<file path="src/rtl/alu_mdu.sv">
`default_nettype none
`timescale 1ns/1ps
// +----------------------------------------------------------------------------+
// | alu_mdu : XLEN-wide integer execute unit. Single-cycle ALU ops plus an     |
// |           iterative radix-2 multiply / restoring divide path.              |
// | Revision: 1.0                                                              |
// +----------------------------------------------------------------------------+

module alu_mdu #(
    parameter int XLEN = 32,
    parameter int SHW  = $clog2(XLEN)
) (
    input  logic            clk,
    input  logic            rst_n,
    input  logic            in_valid,
    output logic            in_ready,
    input  logic [4:0]      op,
    input  logic [XLEN-1:0] a,
    input  logic [XLEN-1:0] b,
    output logic            out_valid,
    input  logic            out_ready,
    output logic [XLEN-1:0] result,
    output logic            zero,
    output logic            busy
);

    localparam logic [4:0] c_OP_ADD    = 5'd0;
    localparam logic [4:0] c_OP_SUB    = 5'd1;
    localparam logic [4:0] c_OP_AND    = 5'd2;
    localparam logic [4:0] c_OP_OR     = 5'd3;
    localparam logic [4:0] c_OP_XOR    = 5'd4;
    localparam logic [4:0] c_OP_SLT    = 5'd5;
    localparam logic [4:0] c_OP_SLL    = 5'd6;
    localparam logic [4:0] c_OP_SRL    = 5'd7;
    localparam logic [4:0] c_OP_SRA    = 5'd8;
    localparam logic [4:0] c_OP_SLTU   = 5'd9;
    localparam logic [4:0] c_OP_MUL    = 5'd10;
    localparam logic [4:0] c_OP_MULH   = 5'd11;
    localparam logic [4:0] c_OP_MULHSU = 5'd12;
    localparam logic [4:0] c_OP_DIV    = 5'd14;
    localparam logic [4:0] c_OP_DIVU   = 5'd15;
    localparam logic [4:0] c_OP_REM    = 5'd16;
    localparam logic [4:0] c_OP_REMU   = 5'd17;

    localparam logic [XLEN-1:0] c_MOST_NEG = {1'b1, {(XLEN-1){1'b0}}};

    typedef enum logic [1:0] {
        S_IDLE = 2'd0,
        S_CALC = 2'd1,
        S_FIX  = 2'd2,
        S_DONE = 2'd3
    } state_t;

    state_t            state_q;
    logic [SHW-1:0]    cnt_q;
    logic [2*XLEN-1:0] acc_q;
    logic [XLEN-1:0]   opd_q;
    logic              is_div_q;
    logic              hi_q;
    logic              rem_q;
    logic              neg_q;
    logic [XLEN-1:0]   result_q;
    logic              zero_q;

    logic              w_accept;
    logic              w_is_md;
    logic              w_is_div;
    logic              w_sgn_a;
    logic              w_sgn_b;
    logic              w_a_neg;
    logic              w_b_neg;
    logic              w_div_zero;
    logic              w_div_ovf;
    logic              w_iter;
    logic [SHW-1:0]    w_shamt;
    logic [XLEN-1:0]   w_abs_a;
    logic [XLEN-1:0]   w_abs_b;
    logic [XLEN-1:0]   w_alu;
    logic [XLEN-1:0]   w_acc_hi;
    logic [XLEN-1:0]   w_acc_lo;
    logic [XLEN:0]     w_mul_sum;
    logic [XLEN:0]     w_div_shift;
    logic [XLEN:0]     w_div_diff;
    logic [2*XLEN-1:0] w_mul_next;
    logic [2*XLEN-1:0] w_div_next;
    logic [2*XLEN-1:0] w_prod;
    logic [XLEN-1:0]   w_quo;
    logic [XLEN-1:0]   w_rem;
    logic [XLEN-1:0]   w_fix_res;

    assign in_ready  = (state_q == S_IDLE) | ((state_q == S_DONE) & out_ready);
    assign w_accept  = in_valid & in_ready;
    assign out_valid = (state_q == S_DONE);
    assign busy      = (state_q == S_CALC) | (state_q == S_FIX);
    assign result    = result_q;
    assign zero      = zero_q;

    // Operand decode: which ops take signed magnitudes, and the divide corner cases
    assign w_is_md    = (op >= c_OP_MUL) && (op <= c_OP_REMU);
    assign w_is_div   = (op >= c_OP_DIV) && (op <= c_OP_REMU);
    assign w_sgn_a    = (op == c_OP_MUL) || (op == c_OP_MULH) || (op == c_OP_MULHSU) ||
                        (op == c_OP_DIV) || (op == c_OP_REM);
    assign w_sgn_b    = (op == c_OP_MUL) || (op == c_OP_MULH) ||
                        (op == c_OP_DIV) || (op == c_OP_REM);
    assign w_a_neg    = w_sgn_a & a[XLEN-1];
    assign w_b_neg    = w_sgn_b & b[XLEN-1];
    assign w_abs_a    = w_a_neg ? (~a + 1'b1) : a;
    assign w_abs_b    = w_b_neg ? (~b + 1'b1) : b;
    assign w_div_zero = w_is_div && (b == '0);
    assign w_div_ovf  = ((op == c_OP_DIV) || (op == c_OP_REM)) &&
                        (a == c_MOST_NEG) && (b == '1);
    assign w_iter     = w_is_md & ~w_div_zero & ~w_div_ovf;
    assign w_shamt    = b[SHW-1:0];

    always_comb begin
        w_alu = '0;
        case (op)
            c_OP_ADD:  w_alu = a + b;
            c_OP_SUB:  w_alu = a - b;
            c_OP_AND:  w_alu = a & b;
            c_OP_OR:   w_alu = a | b;
            c_OP_XOR:  w_alu = a ^ b;
            c_OP_SLT:  w_alu[0] = ($signed(a) < $signed(b));
            c_OP_SLL:  w_alu = a << w_shamt;
            c_OP_SRL:  w_alu = a >> w_shamt;
            c_OP_SRA:  w_alu = $signed(a) >>> w_shamt;
            c_OP_SLTU: w_alu[0] = (a < b);
            // Divide ops only reach this path as a zero-divisor or overflow case
            c_OP_DIV:  w_alu = w_div_zero ? '1 : a;
            c_OP_DIVU: w_alu = '1;
            c_OP_REM:  w_alu = w_div_zero ? a : '0;
            c_OP_REMU: w_alu = a;
            default:   w_alu = '0;
        endcase
    end

    assign w_acc_hi = acc_q[2*XLEN-1:XLEN];
    assign w_acc_lo = acc_q[XLEN-1:0];

    // Shift-add: multiplier sits in the low half and drains out as the product fills in
    assign w_mul_sum  = {1'b0, w_acc_hi} + (acc_q[0] ? {1'b0, opd_q} : '0);
    assign w_mul_next = {w_mul_sum, w_acc_lo[XLEN-1:1]};

    // Restoring step: partial remainder in the high half, quotient shifts into the low half
    assign w_div_shift = {w_acc_hi, w_acc_lo[XLEN-1]};
    assign w_div_diff  = w_div_shift - {1'b0, opd_q};
    assign w_div_next  = w_div_diff[XLEN] ?
                         {w_div_shift[XLEN-1:0], w_acc_lo[XLEN-2:0], 1'b0} :
                         {w_div_diff[XLEN-1:0],  w_acc_lo[XLEN-2:0], 1'b1};

    assign w_prod    = neg_q ? (~acc_q + 1'b1) : acc_q;
    assign w_quo     = neg_q ? (~w_acc_lo + 1'b1) : w_acc_lo;
    assign w_rem     = neg_q ? (~w_acc_hi + 1'b1) : w_acc_hi;
    assign w_fix_res = is_div_q ? (rem_q ? w_rem : w_quo) :
                       (hi_q ? w_prod[2*XLEN-1:XLEN] : w_prod[XLEN-1:0]);

    always_ff @(posedge clk or negedge rst_n) begin
        if (!rst_n) begin
            state_q  <= S_IDLE;
            cnt_q    <= '0;
            acc_q    <= '0;
            opd_q    <= '0;
            is_div_q <= 1'b0;
            hi_q     <= 1'b0;
            rem_q    <= 1'b0;
            neg_q    <= 1'b0;
            result_q <= '0;
            zero_q   <= 1'b1;
        end else begin
            case (state_q)
                S_IDLE, S_DONE: begin
                    if (w_accept) begin
                        if (w_iter) begin
                            state_q  <= S_CALC;
                            cnt_q    <= SHW'(XLEN-1);
                            is_div_q <= w_is_div;
                            hi_q     <= (op != c_OP_MUL);
                            rem_q    <= (op == c_OP_REM) || (op == c_OP_REMU);
                            neg_q    <= (op == c_OP_REM) ? w_a_neg : (w_a_neg ^ w_b_neg);
                            if (w_is_div) begin
                                acc_q <= {{XLEN{1'b0}}, w_abs_a};
                                opd_q <= w_abs_b;
                            end else begin
                                acc_q <= {{XLEN{1'b0}}, w_abs_b};
                                opd_q <= w_abs_a;
                            end
                        end else begin
                            state_q  <= S_DONE;
                            result_q <= w_alu;
                            zero_q   <= (w_alu == '0);
                        end
                    end else if ((state_q == S_DONE) && out_ready) begin
                        state_q <= S_IDLE;
                    end
                end
                S_CALC: begin
                    acc_q <= is_div_q ? w_div_next : w_mul_next;
                    if (cnt_q == '0) begin
                        state_q <= S_FIX;
                    end else begin
                        cnt_q <= cnt_q - 1'b1;
                    end
                end
                S_FIX: begin
                    state_q  <= S_DONE;
                    result_q <= w_fix_res;
                    zero_q   <= (w_fix_res == '0);
                end
                default: state_q <= S_IDLE;
            endcase
        end
    end

endmodule

`default_nettype wire
</file>
<file path="config.mk">
export PLATFORM = sky130hd
export DESIGN_NAME = alu_mdu
export DESIGN_NICKNAME = d
export VERILOG_FILES = /design/src/rtl/alu_mdu.sv
export SDC_FILE = /design/constraint.sdc
export NUM_CORES = 1
export LEC_CHECK = 0
export ABC_CLOCK_PERIOD_IN_PS = 5050
export BUFFER_PORTS_ARGS = -buffer_cell sky130_fd_sc_hd__buf_2
export CORE_MARGIN = 8
export CORE_UTILIZATION = 40
export CTS_CLUSTER_DIAMETER = 50
export DETAILED_ROUTE_END_ITERATION = 8
export PLACE_DENSITY = 0.65
export SETUP_SLACK_MARGIN = 0.4
export SLEW_MARGIN = 5
export SYNTH_ARGS = -nofsm -noshare
export SYNTH_HDL_FRONTEND = slang
export SYNTH_SLANG_ARGS = --single-unit
</file>
<file path="constraint.sdc">
create_clock -name clk -period 5.05 [get_ports clk]
set_clock_uncertainty 0.2 [all_clocks]
set_input_delay 0.2525 -clock clk [delete_from_list [all_inputs] [get_ports clk]]
set_output_delay 0.2525 -clock clk [all_outputs]
set_load 0.01 [all_outputs]
</file>
==> reports/metrics.csv, run 1 <==
stage,metric,value,unit
run_status,status,completed,
synth,netlist_instances,3452,
placed_design,dpl.hpwl,100,mm
min_path,hp-class,in -> reg,
sta,finalHoldViolCount,0,
critical_path,endpoint_kind,flip-flop,
floorplan,core_area,61700,µm²
floorplan,ios,109,
global_routing,grt_pass1_vias,26800,
critical_path,cp-startpoint,acc_q[0],
synth,synth_top_cell_area_share,0.139,
final_layout,final_common_cell,nor2_1,
critical_path,crit_cells,13,
drt,routed_wl,127,mm
synth,yosysUniqueCellTypes,110,
clock_network,cts_sinks,140,
critical_path,critical_path_required,5.19,ns
power_and_ir_drop,switching_share,0.549,
drt,firstDrtPassIters,7,
clock_network,path_clk_slew,0.07,ns
placed_design,gp_congestion,1.13,
global_routing,antenna_found_initial,7,
floorplan,fp-row-count,91,
critical_path,timing.rr.end,result[6],
critical_path,critical_path.top_delay_family,simple AND/OR/NAND/NOR gates,
floorplan,start_util,0.405,
floorplan,die-area,70700,µm²
synth,syn_area_per_cell,7.23,µm²
clock_network,clk_path_buf_depth,2,
critical_path,timing.rr.start,acc_q[0],
synth,synth_area_leaders,"dfrtp_1 (14%), ha_1 (9.0%), a21oi_1 (6.0%), nor2_1 (5.6%), o21ai_0 (5.3%)",
synth,yosys.area.top_type,dfrtp_1,
sta,tns,0,ns
placed_design,portBuffers,108,
power_and_ir_drop,vdd_drop_max,306,µV
power_and_ir_drop,comb_power_share,0.706,
critical_path,cp_data_arrival_time,4.67,ns
critical_path,r2r_cells,13,
job,drv_cap,0,
power_and_ir_drop,p_per_area,425,nW/µm²
critical_path,worst_path_max_delay_cell,a21oi_1,
drt,vias_per_cell,6.70,
synth,yosysWarnings,0,
power_and_ir_drop,p_int,5.33,mW
synth,syn_nets,3708,
floorplan,dieWidth,266,µm
final_layout,drive_gt1_frac,0.147,
drt,drtIter0Drc,4236,
placed_design,dp.cells,4331,
clock_network,root_buffer,clkbuf_16,
synth,syn_area,25000,µm²
synth,ys_ff_latch,140,
sta,finalSetupViolations,0,
synth,synth-seq-area-share,0.140,
synth,synth_edf_count,0,
sta,fmax,221,MHz
sta,worst_pin_slew,1.28,ns
clock_network,cts_tree,yes,
global_routing,grt_pass1_wl,183,mm
critical_path,path_buf_inv,2,
drt,vias,29200,
final_layout,layout.cells.most_common_list,"nor2_1 (373), nand2_1 (317), a21oi_1 (298)",
synth,synthFlopType,dfrtp_1,
final_layout,final_cells,4366,
power_and_ir_drop,power.leakage,11.7,nW
critical_path,path_cells,inv_1 > ha_1 > nand2b_1 > nor3_1 > nand4b_1 > buf_4 > or2_1 > o21ai_1 > xor2_1 > nand2_1 > a21oi_1 > mux2i_1 > mux2_2,
sta,layout_min_cycle_time,4.53,ns
floorplan,die_h,266,µm
power_and_ir_drop,pwr-share-clk,0.111,
sta,rsz0062_at_grt,false,
synth,synthArstFlopShare,1.00,
critical_path,crit_end,result[6],
final_layout,area_growth,11.2,%
sta,period_share,0.898,
critical_path,timing.critical_path.slowest_cell_delay,0.69,ns
critical_path,rrSetupSlack,0.52,ns
critical_path,path_class,reg -> reg,
clock_network,cts_buffers,17,
power_and_ir_drop,seqPwrFrac,0.183,
drt,ant_nets,0,
clock_network,htree_levels,4,
power_and_ir_drop,power.switching,6.49,mW
critical_path,crit_path_start_kind,flip-flop,
global_routing,overflow,0,
global_routing,grt_start_max_net_pins,83,
critical_path,worstPathMaxFanout,10,
global_routing,grt_use_total,0.343,
sta,drv_slew,0,
sta,slew_headroom,0.138,
final_layout,fin_nets,3771,
drt,wl_per_cell,29.2,µm
clock_network,worstSkewPairLatency,0.46,ns
drt,drc_errors,0,
==> worst min-delay path by stage <==
| stage | endpoint | startpoint | depth (start not counted) |
|---|---|---|---|
| 6_report | opd_q[0] | a[0] | 3 |
| 5_1_grt | opd_q[0] | a[0] | 3 |
| 4_1_cts | opd_q[0] | a[0] | 3 |
| 3_5_place_dp | acc_q[52] | rst_n | 1 |
| 3_3_place_gp | acc_q[50] | rst_n | 1 |
| 2_1_floorplan | acc_q[0] | rst_n | 0 |
==> worst reg2reg max path, delay by kind of cell (launching register included) <==
kind / cells / cell delay (ns)
AOI/OAI and AO/OA: 2 / 0.92
xor gates and xnor gates: 1 / 0.17
adders and majority gates: 1 / 0.31
buffers and inverters: 2 / 0.41
DFF: 1 / 0.38
muxes: 2 / 0.83
and+or+nand+nor: 5 / 1.22
==> layout make-up <==
class                   instances  area [µm²]
inverters                     154         578
well taps                     837        1050
flip-flops and latches        140        3510
fillers                      6460       33900
repair buffers                311        2200
clock inverters                14         160
multi-input cells            2891       19800
clock buffers                  18         429
diodes                          1        2.50
==> cells by family after synthesis <==
kind of cell	Yosys count	synth area share
xor gates and xnor gates	192	0.0674
muxes	192	0.0986
DFF	140	0.140
AOI/OAI and AO/OA	1192	0.315
adders and majority gates	183	0.0929
and+or+nand+nor	1132	0.217
buffers and inverters	421	0.0682
==> state kept, by name, summed over array words and instances (netlist names) <==
signal    cells
acc_q        64
is_div_q      1
cnt_q         5
hi_q          1
opd_q        32
neg_q         1
rem_q         1
result       32
state_q       2
zero          1
==> power groups by stage <==
stage / registers (mW) / logic, mW / clock network, mW
4_1_cts: 2.15 / 8.03 / 1.32
3_3_place_gp: 2.16 / 7.95 / 0
2_1_floorplan: 1.96 / 5.53 / 0
3_5_place_dp: 2.17 / 7.98 / 0
6_report: 2.16 / 8.34 / 1.31
5_1_grt: 2.21 / 8.91 / 1.36
==> metal layers <==
| layer | up-vias | GRT usage | routed length, µm |
|---|---|---|---|
| met3 | 435 | 0.0697 | 13400 |
| met5 | - | 0 | 24 |
| met2 | 2027 | 0.528 | 54800 |
| li1 | 12900 | - | - |
| met1 | 13900 | 0.434 | 49100 |
| met4 | 4 | 0.222 | 9910 |
==> synth_stat cells (28+ instances only) <==
master	n
or3_1	37
mux2i_1	81
inv_1	150
o22ai_1	36
nor2_1	374
a211oi_1	83
buf_1	28
xnor2_1	131
nand4_1	44
nand3_1	64
xor2_1	61
nor2b_1	28
dfrtp_1	139
clkbuf_1	194
o211ai_1	80
a21oi_1	299
nand2b_1	35
o21ai_0	264
a22oi_1	31
mux2_2	71
buf_2	33
nor4_1	30
nor3_1	68
a21o_1	58
a31oi_1	31
o31ai_1	38
nand2_1	317
ha_1	179
==> through the flow <==
step / utilization / setup slack (ns) / instance area (µm²) / total power, mW / hold WS, ns
finish: 0.450 / 0.515 / 27800 / 11.8 / 0.0518
global route: 0.450 / 0.395 / 27800 / 12.5 / 0.0592
CTS: 0.449 / 0.614 / 27700 / 11.5 / 0.0288
detailed placement: 0.440 / 0.204 / 27100 / 10.2 / 0.0391
global placement: 0.440 / 0.288 / 27100 / 10.1 / 0.0257
floorplan: - / 0.588 / 25000 / 7.49 / -0.243
==> repair_timing <==
| item | 4_1_cts | 5_1_grt |
|---|---|---|
| hold buffers | 2 | 0 |
| endpoints found under the setup margin | 0 | 9 |
| hold endpoints to repair | 49 | 0 |
| resized for setup | 0 | 3 |
| buffers inserted | 0 | 0 |
Power figures use the tool's default switching activity.
==> run 2: changes to the inputs <==
CORE_MARGIN = 5   (was 8)
==> reports/metrics.csv, run 2 (synthesis gave the netlist of run 1 again) <==
stage,metric,value,unit,change
placed_design,gp_congestion,1.09,,-3.5%
sta,worst_pin_slew,1.09,ns,-0.189 ns
floorplan,die-area,67500,µm²,-4.5%
floorplan,core_area,61700,µm²,unchanged
global_routing,antenna_found_initial,8,,+1
global_routing,overflow,0,,unchanged
power_and_ir_drop,power.switching,6.37,mW,-1.7%
sta,period_share,0.870,,-0.0276
power_and_ir_drop,total_power,11.6,mW,-1.4%
clock_network,cts_buffers,17,,unchanged
drt,routed_wl,128,mm,+0.81%
drt,vias_per_cell,6.62,,-1.1%
power_and_ir_drop,p_int,5.27,mW,-1.1%
drt,wl_per_cell,29.4,µm,+0.72%
floorplan,ios,109,,unchanged
final_layout,final_common_cell,nor2_1,,
min_path,hp-class,in -> reg,,
power_and_ir_drop,switching_share,0.547,,-0.00162
global_routing,grt_pass1_vias,27100,,+0.88%
placed_design,portBuffers,108,,unchanged
power_and_ir_drop,power.leakage,11.7,nW,about the same
power_and_ir_drop,seqPwrFrac,0.191,,+0.008
job,drv_cap,0,,unchanged
clock_network,htree_levels,4,,unchanged
critical_path,worstPathMaxFanout,29,,+19
power_and_ir_drop,vdd_drop_max,330,µV,+7.8%
sta,finalSetupViolations,0,,unchanged
final_layout,fin_nets,3774,,+0.080%
clock_network,path_clk_slew,0.06,ns,about the same
drt,vias,28900,,-1.1%
critical_path,crit_path_start_kind,flip-flop,,
sta,finalHoldViolCount,0,,unchanged
sta,fmax,228,MHz,+3.2%
placed_design,dpl.hpwl,102,mm,+1.3%
critical_path,endpoint_kind,flip-flop,,
drt,drc_errors,0,,unchanged
sta,layout_min_cycle_time,4.40,ns,-0.139 ns
critical_path,critical_path_required,5.15,ns,-0.04 ns
final_layout,largest_reg_flops,64,,unchanged
final_layout,area_growth,11.0,%,
floorplan,dieWidth,260,µm,-2.3%
global_routing,grt_pass1_wl,187,mm,+2.1%
floorplan,start_util,0.405,,unchanged
drt,firstDrtPassIters,6,,-1
clock_network,clk_path_buf_depth,2,,unchanged
final_layout,layout.cells.most_common_list,"nor2_1 (373), nand2_1 (317), a21oi_1 (297)",,
global_routing,grt_start_max_net_pins,74,,-11%
drt,ant_nets,0,,unchanged
clock_network,cts_sinks,140,,unchanged
global_routing,grt_use_total,0.367,,+0.0237
clock_network,root_buffer,clkbuf_16,,
sta,rsz0062_at_grt,false,,
power_and_ir_drop,pwr-share-clk,0.108,,-0.003
final_layout,regMostFlops,acc_q,,
critical_path,path_class,reg -> reg,,
power_and_ir_drop,comb_power_share,0.701,,-0.005
run_status,status,completed,,
critical_path,cp_data_arrival_time,4.50,ns,-0.17 ns
floorplan,fp-row-count,91,,unchanged
sta,drv_slew,0,,unchanged
power_and_ir_drop,p_per_area,420,nW/µm²,-1.2%
drt,drtIter0Drc,3961,,-6.5%
sta,slew_headroom,0.270,,+0.132
clock_network,worstSkewPairLatency,0.46,ns,about the same
clock_network,cts_tree,yes,,
final_layout,nFillCells,6491,,+0.48%
clock_network,post-cts-setup-buffer-count,0,,unchanged
final_layout,drive_gt1_frac,0.149,,+0.00157
sta,whs,0.0796,ns,+0.0278 ns
sta,tns,0,ns,unchanged
floorplan,die_h,260,µm,-2.3%
run 2: worst max-delay path, cell delays in order (launching register included):
cell and delay [ns]:
dfrtp_1 0.40, inv_1 0.16, ha_1 0.22, inv_1 0.06, fa_1 0.40, a21oi_1 0.20, o211ai_1 0.19, nand4_1 0.19
a31oi_1 0.14, o2111ai_1 0.31, nand4_1 0.13, a31oi_1 0.29, xnor2_2 0.29, buf_4 0.46, mux2i_1 0.23, nor2_1 0.05
a21oi_1 0.20, o21ai_0 0.12
run 2: metrics by stage:
step / setup WS [ns] / cell area, µm² / util / cells
after global routing: 0.408 / 27700 / 0.449 / 4368
after detailed placement: 0.255 / 27100 / 0.439 / 4333
final: 0.655 / 27700 / 0.449 / 4370
after floorplan: 0.588 / 25000 / - / 3452
after CTS: 0.530 / 27700 / 0.448 / 4368
after global placement: 0.258 / 27100 / 0.439 / 4333
run 2: worst paths after layout:
kind                            startpoint        end  slack (ns)  depth (start not counted)
max in group asynchronous            rst_n      neg_q        3.43                          3
worst max register to register   acc_q[31]  acc_q[45]        0.65                         17
worst max-delay path             acc_q[31]  acc_q[45]        0.65                         17
min in group asynchronous            rst_n  acc_q[60]        0.16                          2
worst min register to register   acc_q[39]  acc_q[39]        0.28                          1
worst min-delay path                  a[0]   opd_q[0]        0.08                          3
run 2: power groups by stage:
stage	logic, mW	clock network [mW]	registers [mW]
detailed placement	7.89	0	2.21
floorplan	5.53	0	1.96
global placement	7.86	0	2.21
finish	8.16	1.26	2.22
CTS	7.93	1.27	2.20
global route	8.80	1.31	2.28
run 2: layout make-up:
cell class	count	area (µm²)	share of cell area
sequential	140	3510	0.127
timing repair buffer	314	2150	0.0777
inverter	154	578	0.0209
multi-input combinational	2891	19800	0.716
tap	837	1050	0.0378
clock inverter	12	113	0.00407
antenna	2	5.00	0.000181
clock buffer	20	457	0.0165
run 2: layer usage:
metal / up-vias / part of all wire / global-route usage
met2: 1800 / 0.43 / 0.564
met3: 437 / 0.10 / 0.0783
met5: - / 0.00059 / 0
li1: 12900 / - / -
met4: 10 / 0.087 / 0.247
met1: 13800 / 0.38 / 0.461
run 2: repair_timing:
item,4_1_cts,5_1_grt
hold buffers,3,0
setup endpoints to repair,0,4
resized for setup,0,5
hold endpoints to repair,67,0
